==> config.mk <==
export PLATFORM = sky130hd
export DESIGN_NAME = alu_uart_sequencer_flat
export DESIGN_NICKNAME = d
export VERILOG_FILES = /design/src/rtl/alu_uart_sequencer_if.sv /design/src/rtl/alu_uart_sequencer.sv /design/src/flat_wrapper.sv
export SDC_FILE = /design/constraint.sdc
export NUM_CORES = 1
export LEC_CHECK = 0
export ABC_AREA = 1
export CAP_MARGIN = 20
export CELL_PAD_IN_SITES_DETAIL_PLACEMENT = 0
export CELL_PAD_IN_SITES_GLOBAL_PLACEMENT = 1
export CORE_UTILIZATION = 37
export CTS_BUF_LIST = sky130_fd_sc_hd__clkbuf_8
export DETAILED_ROUTE_END_ITERATION = 8
export GPL_TIMING_DRIVEN = 0
export PLACE_DENSITY = 0.89
export SLEW_MARGIN = 20
export SYNTH_ARGS = -nofsm -noshare
export SYNTH_HDL_FRONTEND = slang
export SYNTH_SLANG_ARGS = --single-unit
export TNS_END_PERCENT = 50
==> constraint.sdc <==
create_clock -name i_clk -period 3.4 [get_ports i_clk]
set_clock_uncertainty 0.2 [all_clocks]
set_input_delay 0.51 -clock i_clk [delete_from_list [all_inputs] [get_ports i_clk]]
set_output_delay 0.51 -clock i_clk [all_outputs]
set_load 0.02 [all_outputs]
==> src/rtl/alu_uart_sequencer_if.sv <==
// Byte-stream and ALU signal bundle for alu_uart_sequencer.
// The master drives the received bytes, ALU result and TX done; the slave is the sequencer.
interface alu_uart_sequencer_if #(
  parameter int unsigned SIZEDATA = 8,
  parameter int unsigned SIZEOP   = 6
);
  logic [SIZEDATA-1:0] rx_data;
  logic                rx_done;
  logic [SIZEDATA-1:0] alu_result;
  logic                tx_done;
  logic [SIZEDATA-1:0] datoa;
  logic [SIZEDATA-1:0] datob;
  logic [SIZEOP-1:0]   opcode;
  logic [SIZEDATA-1:0] tx_data;
  logic                tx_start;
  logic                busy;
  logic                overrun;

  modport master (
    output rx_data, rx_done, alu_result, tx_done,
    input  datoa, datob, opcode, tx_data, tx_start, busy, overrun
  );

  modport slave (
    input  rx_data, rx_done, alu_result, tx_done,
    output datoa, datob, opcode, tx_data, tx_start, busy, overrun
  );
endinterface

==> src/rtl/alu_uart_sequencer.sv <==
// Collects operand A, operand B and opcode bytes, drives them to the ALU, captures the
// result one cycle later and hands it to the transmitter with a start/done handshake.
module alu_uart_sequencer #(
  parameter int unsigned SIZEDATA = 8,
  parameter int unsigned SIZEOP   = 6
) (
  input logic              i_clk,
  input logic              i_rst_n,
  alu_uart_sequencer_if.slave bus
);

  typedef enum logic [2:0] {
    StWaitA,
    StWaitB,
    StWaitOp,
    StExec,
    StWaitTx
  } state_e;

  state_e              r_state;
  state_e              w_state_next;
  logic                w_load_a;
  logic                w_load_b;
  logic                w_load_op;
  logic                w_exec;
  logic                w_overrun;
  logic [SIZEDATA-1:0] r_datoa;
  logic [SIZEDATA-1:0] r_datob;
  logic [SIZEOP-1:0]   r_opcode;
  logic [SIZEDATA-1:0] r_tx_data;
  logic                r_tx_start;
  logic                r_overrun;

  always_comb begin
    w_state_next = r_state;
    w_load_a     = 1'b0;
    w_load_b     = 1'b0;
    w_load_op    = 1'b0;
    w_exec       = 1'b0;
    w_overrun    = 1'b0;
    case (r_state)
      StWaitA: begin
        if (bus.rx_done) begin
          w_load_a     = 1'b1;
          w_state_next = StWaitB;
        end
      end
      StWaitB: begin
        if (bus.rx_done) begin
          w_load_b     = 1'b1;
          w_state_next = StWaitOp;
        end
      end
      StWaitOp: begin
        if (bus.rx_done) begin
          w_load_op    = 1'b1;
          w_state_next = StExec;
        end
      end
      StExec: begin
        w_exec       = 1'b1;
        w_overrun    = bus.rx_done;
        w_state_next = StWaitTx;
      end
      StWaitTx: begin
        // A byte arriving alongside TX_DONE is still dropped.
        w_overrun = bus.rx_done;
        if (bus.tx_done) begin
          w_state_next = StWaitA;
        end
      end
      default: w_state_next = StWaitA;
    endcase
  end

  always_ff @(posedge i_clk or negedge i_rst_n) begin
    if (!i_rst_n) begin
      r_state    <= StWaitA;
      r_datoa    <= '0;
      r_datob    <= '0;
      r_opcode   <= '0;
      r_tx_data  <= '0;
      r_tx_start <= 1'b0;
      r_overrun  <= 1'b0;
    end else begin
      r_state    <= w_state_next;
      r_tx_start <= w_exec;
      r_overrun  <= w_overrun;
      if (w_load_a)  r_datoa   <= bus.rx_data;
      if (w_load_b)  r_datob   <= bus.rx_data;
      if (w_load_op) r_opcode  <= bus.rx_data[SIZEOP-1:0];
      if (w_exec)    r_tx_data <= bus.alu_result;
    end
  end

  assign bus.datoa    = r_datoa;
  assign bus.datob    = r_datob;
  assign bus.opcode   = r_opcode;
  assign bus.tx_data  = r_tx_data;
  assign bus.tx_start = r_tx_start;
  assign bus.overrun  = r_overrun;
  assign bus.busy     = (r_state == StExec) || (r_state == StWaitTx);

endmodule

==> src/flat_wrapper.sv <==
// flat-port wrapper written by rule: the top's interface ports become plain ports
module alu_uart_sequencer_flat 
#(
  parameter int unsigned SIZEDATA = 8,
  parameter int unsigned SIZEOP   = 6
)
  (i_clk, i_rst_n, bus_rx_data, bus_rx_done, bus_alu_result, bus_tx_done, bus_datoa, bus_datob, bus_opcode, bus_tx_data, bus_tx_start, bus_busy, bus_overrun);
  alu_uart_sequencer_if #(.SIZEDATA(SIZEDATA), .SIZEOP(SIZEOP)) bus_i ();
  input logic i_clk;
  input logic i_rst_n;
  input wire logic [$bits(bus_i.rx_data)-1:0] bus_rx_data;
  input wire logic [$bits(bus_i.rx_done)-1:0] bus_rx_done;
  input wire logic [$bits(bus_i.alu_result)-1:0] bus_alu_result;
  input wire logic [$bits(bus_i.tx_done)-1:0] bus_tx_done;
  output wire logic [$bits(bus_i.datoa)-1:0] bus_datoa;
  output wire logic [$bits(bus_i.datob)-1:0] bus_datob;
  output wire logic [$bits(bus_i.opcode)-1:0] bus_opcode;
  output wire logic [$bits(bus_i.tx_data)-1:0] bus_tx_data;
  output wire logic [$bits(bus_i.tx_start)-1:0] bus_tx_start;
  output wire logic [$bits(bus_i.busy)-1:0] bus_busy;
  output wire logic [$bits(bus_i.overrun)-1:0] bus_overrun;
  assign bus_i.rx_data = bus_rx_data;
  assign bus_i.rx_done = bus_rx_done;
  assign bus_i.alu_result = bus_alu_result;
  assign bus_i.tx_done = bus_tx_done;
  assign bus_datoa = bus_i.datoa;
  assign bus_datob = bus_i.datob;
  assign bus_opcode = bus_i.opcode;
  assign bus_tx_data = bus_i.tx_data;
  assign bus_tx_start = bus_i.tx_start;
  assign bus_busy = bus_i.busy;
  assign bus_overrun = bus_i.overrun;
  alu_uart_sequencer #(.SIZEDATA(SIZEDATA), .SIZEOP(SIZEOP)) u_core (.i_clk(i_clk), .i_rst_n(i_rst_n), .bus(bus_i));
endmodule
After elaboration in Yosys (flattened, before gate mapping):

Cells that the tools add are included.

* bits in writable memories: 0
* output and inout port bits: 33
* latch bits: 0
* memories kept: 0
* register bits: 35
* ROM bits: 0

* shift operators: 0
* div/mod/pow operators: 0
* reduce and logical (&&, ||, !) cells: 4
* multiplexer cells: 11
* order comparisons: 0
* equality and inequality tests: 8
* bitwise operators: 0
* multiply operators: 0
* $add $sub $neg: 0

Operator list (count)
* $pmux 3 s5: 1
* $mux 3: 4
* $ne 2x2->1 const B: 4
* $eq 3x2->1 const B: 2
* $mux 1: 6
* $reduce_and 4->1: 1
* $eq 3x1->1 const B: 1
* $eq 3x3->1 const B: 1
* $logic_not 3->1: 1
* $reduce_or 2->1: 1
* $logic_or 1x1->1: 1

Depth between registers and ports, before layout:

* depth in word-level cells: 3
* gate-level depth with buffers: 7

Worst setup path after synthesis:

No wires, ideal clock.

* path kind: reg2out
* from: reg u_core.r_state[2]
* to: out bus_busy
* required time: 2.690 ns
* buffers on the path: 1
* arrival time: 1.015 ns
* path slack: 1.675 ns
* cell stages (with the launch flop): 5
* path through: dfrtp_1 -> inv_1 -> nand3_1 -> buf_4 -> nand2_1

* word-level cells in the longest chain between the ends: 2

Ends and longest elaborated chain
* from (decl): RTL line alu_uart_sequencer.sv:20 `state_e r_state;`
* from (signal assigned): RTL line alu_uart_sequencer.sv:78 `r_state <= StWaitA;`
* from (signal assigned): RTL line alu_uart_sequencer.sv:86 `r_state <= w_state_next;`
* $eq 3x2->1 or $eq 3x3->1 (tied branches): RTL line alu_uart_sequencer.sv:102 `assign bus.busy = (r_state == StExec) || (r_state == StWaitTx);`
* $logic_or 1x1->1 (*): RTL line alu_uart_sequencer.sv:102
* to (decl): RTL line flat_wrapper.sv:20 `output wire logic [$bits(bus_i.busy)-1:0] bus_busy;`

Every way passes the cells marked *; elsewhere a longest branch is shown, timed or not.

Worst setup path in the final report:

Ends and elaborated chain as after synthesis.

==> metrics.txt <==
post-CTS sizing=0; pre-CTS WS=1.09 ns; worst hold stages=2; Slew Limit Fails=0; endpoints failing hold=0; Yosys cell types=19; Leak Pwr=1.07 nW; 1st-iter DRT viols=58; die height=65.2 µm; Max Cap Viol=0; gpl congestion=0.742; net switching power=844 µW; setup tns final=0 ns; terminus of the critical flop-to-flop path=u_core.bus.datoa[5]$_DFFE_PN0P_; Max clock buf depth=2; crit end category=output port; ys async rst share=1.00; CP required=2.69 ns; Crit path max-delay family=buffers and inverters; Main synth FF type=dfrtp_1; Synth Register Bits=35; post-synthesis cell count=142; Die Area=4250 µm²; CP peak stage delay=0.60 ns; minimum clock period=2.61 ns; # fillers=327; Seq pwr share=0.327; RSZ-0062 raised after global routing=no; final critical-path share of the clock period=0.769; Area contributors post-synth=dfrtp_1 (59%), nand2_1 (13%), o21ai_2 (12%); total number of H-tree levels=2; final core utilization=0.594; clk_lat worst skew=0.27 ns; worst IR drop on VDD=454 µV; Worst Hold Class=reg2reg; part of the power in the clock network=0.191; IO Pins=53; f_max=383 MHz; Yosys warnings=0; RR Startpoint=u_core.r_state[1]$_DFFE_PN0P_; drt pass-1 iters=4; Die Width=65.2 µm; Simple-Gate Fraction of Synth Area=0.211; Synth top area share=0.592; relative slew slack=0.679; DRC violations left=0; Area Growth Syn to Fin=50.4%; Starting Density=0.395; Seq/Total Area, Yosys=0.592; row count=22; Syn Nets=162; Finished Layout Cells=252; Sink Count=35; Arr. time, crit path=1.90 ns; CP Cell Sequence=inv_1 > nand3_1 > buf_4 > nand2_1 > clkdlybuf4s50_1; GR Overflow Total=0; Sw Ratio=0.375; PD cells=1010 nW/µm²; critical path class=reg2out; cell taking the most area after synthesis=dfrtp_1; r2r setup slk=1.86 ns; root cell of the clock tree=clkbuf_8; number of cells on the critical path=5; Cells after DPL=243; ANT cells=0; mux cell area share after synthesis=0; Worst Hold End=u_core.bus.tx_data[6]$_DFFE_PN0P_; Commonest cells post-synth=nand2_1 (51), dfrtp_1 (35), o21ai_2 (20); vias=1182; core area=3740 µm²; hold slack=0.280 ns; endpoints failing setup=0; CTS tree=yes; Nets=223; crit path max fanout=10; Final Power=2.25 mW; vias in the first global route=1238; Worst Tran Pin Value=0.481 ns; EDFF count, synth=0; proportion of layout cells with a drive suffix above 1=0.221; IO Port Bufs=52; final instance area=2220 µm²; crit path launch type=register; Compound-Gate Fraction of Synth Area=0.129; Slowest cell on crit path=clkdlybuf4s50_1; initial antenna violation count=0; Inserted Clock Buffers=5; final setup margin=0.786 ns; Comb power frac=0.482; count leader, synth=nand2_1; xor/xnor share of the synthesized area=0; syn avg cell area=10.4 µm²; R2R cell count=5; Placed Area=2080 µm²; cell-internal power=1.40 mW; GRT Util Overall=0.175; Post-Syn Area=1480 µm²; WL final=3.40 mm; first-pass GRT wire length=5.53 mm; Reg clk slew, reported paths=0.06 ns; DRT antenna net count=0; post-synthesis adder-cell area fraction=0; drt wl/cell=13.5 µm; largest net degree at the start of global routing=19; Crit path buffers/inverters=3; status=complete, no violations; HPWL Detailed=2.50 mm; Via density=4.69; hold path start=u_core.bus.tx_data[6]$_DFFE_PN0P_; largest family of logic cells by synthesized area=simple AND/OR/NAND/NOR gates
==> registers in the layout, indices dropped and copies added (netlist names) <==
signal and flops:
u_core.bus.tx_data 8, u_core.bus.datob 8, u_core.bus.tx_start 1, u_core.bus.datoa 8, u_core.bus.overrun 1, u_core.r_state 3
u_core.bus.opcode 6
==> cell usage in the layout, fill, tap and decap left out, types with 3 or more instances in the layout <==
cell	n
inv_1	12
o21ai_2	20
dfrtp_1	35
clkbuf_8	5
clkdlybuf4s50_1	51
nand2_1	51
nand2_2	4
nand3_1	3
==> worst max-delay path by stage <==
stage                                             end  slack [ns]                          start
floorplan                                    bus_busy        1.68  u_core.r_state[2]$_DFFE_PN0P_
global placement    u_core.bus.tx_data[6]$_DFFE_PN0P_        0.92                        i_rst_n
detailed placement                           bus_busy        1.09  u_core.r_state[2]$_DFFE_PN0P_
CTS                                          bus_busy        0.79  u_core.r_state[2]$_DFFE_PN0P_
global route                                 bus_busy        0.71  u_core.r_state[2]$_DFFE_PN0P_
finish                                       bus_busy        0.79  u_core.r_state[2]$_DFFE_PN0P_
==> worst register-to-register path: stages (launching register included) <==
cell and delay (ns):
dfrtp_1 0.46, nor2_2 0.19, nand3_2 0.22, buf_6 0.24, nand2_1 0.08, o21ai_2 0.05
==> cell type report <==
class,instances,area (µm²),share of cell area
Multi-Input combinational cell,90,502,0.226
Sequential cell,35,876,0.394
Clock inverter,3,63.8,0.0287
Inverter,13,51.3,0.0231
Buffer,4,50.0,0.0225
Tap cell,48,60.1,0.0270
Timing Repair Buffer,54,553,0.249
Clock buffer,5,68.8,0.0309
==> repair_timing <==
| item | 4_1_cts | 5_1_grt |
|---|---|---|
| endpoints found under the hold margin | 17 | 0 |
| setup buffers | 0 | 0 |
| hold buffers | 1 | 0 |
==> cell families after synthesis <==
logic type,Yosys count
buf+inv,17
compound gates,23
flops,35
simple gates,67
==> metal layers <==
layer | wire [µm] | track usage
met1 | 1390 | 0.208
met2 | 1850 | 0.299
met3 | 120 | 0.0434
met4 | 45 | 0.0734
met5 | 0 | 0
==> power groups by stage <==
stage	clock network (mW)	registers, mW	logic (mW)
floorplan	0	0.939	0.399
global placement	0	0.727	1.07
detailed placement	0	0.738	1.09
CTS	0.438	0.734	1.10
global route	0.456	0.757	1.17
finish	0.430	0.735	1.08
Power figures use the tool's default switching activity.
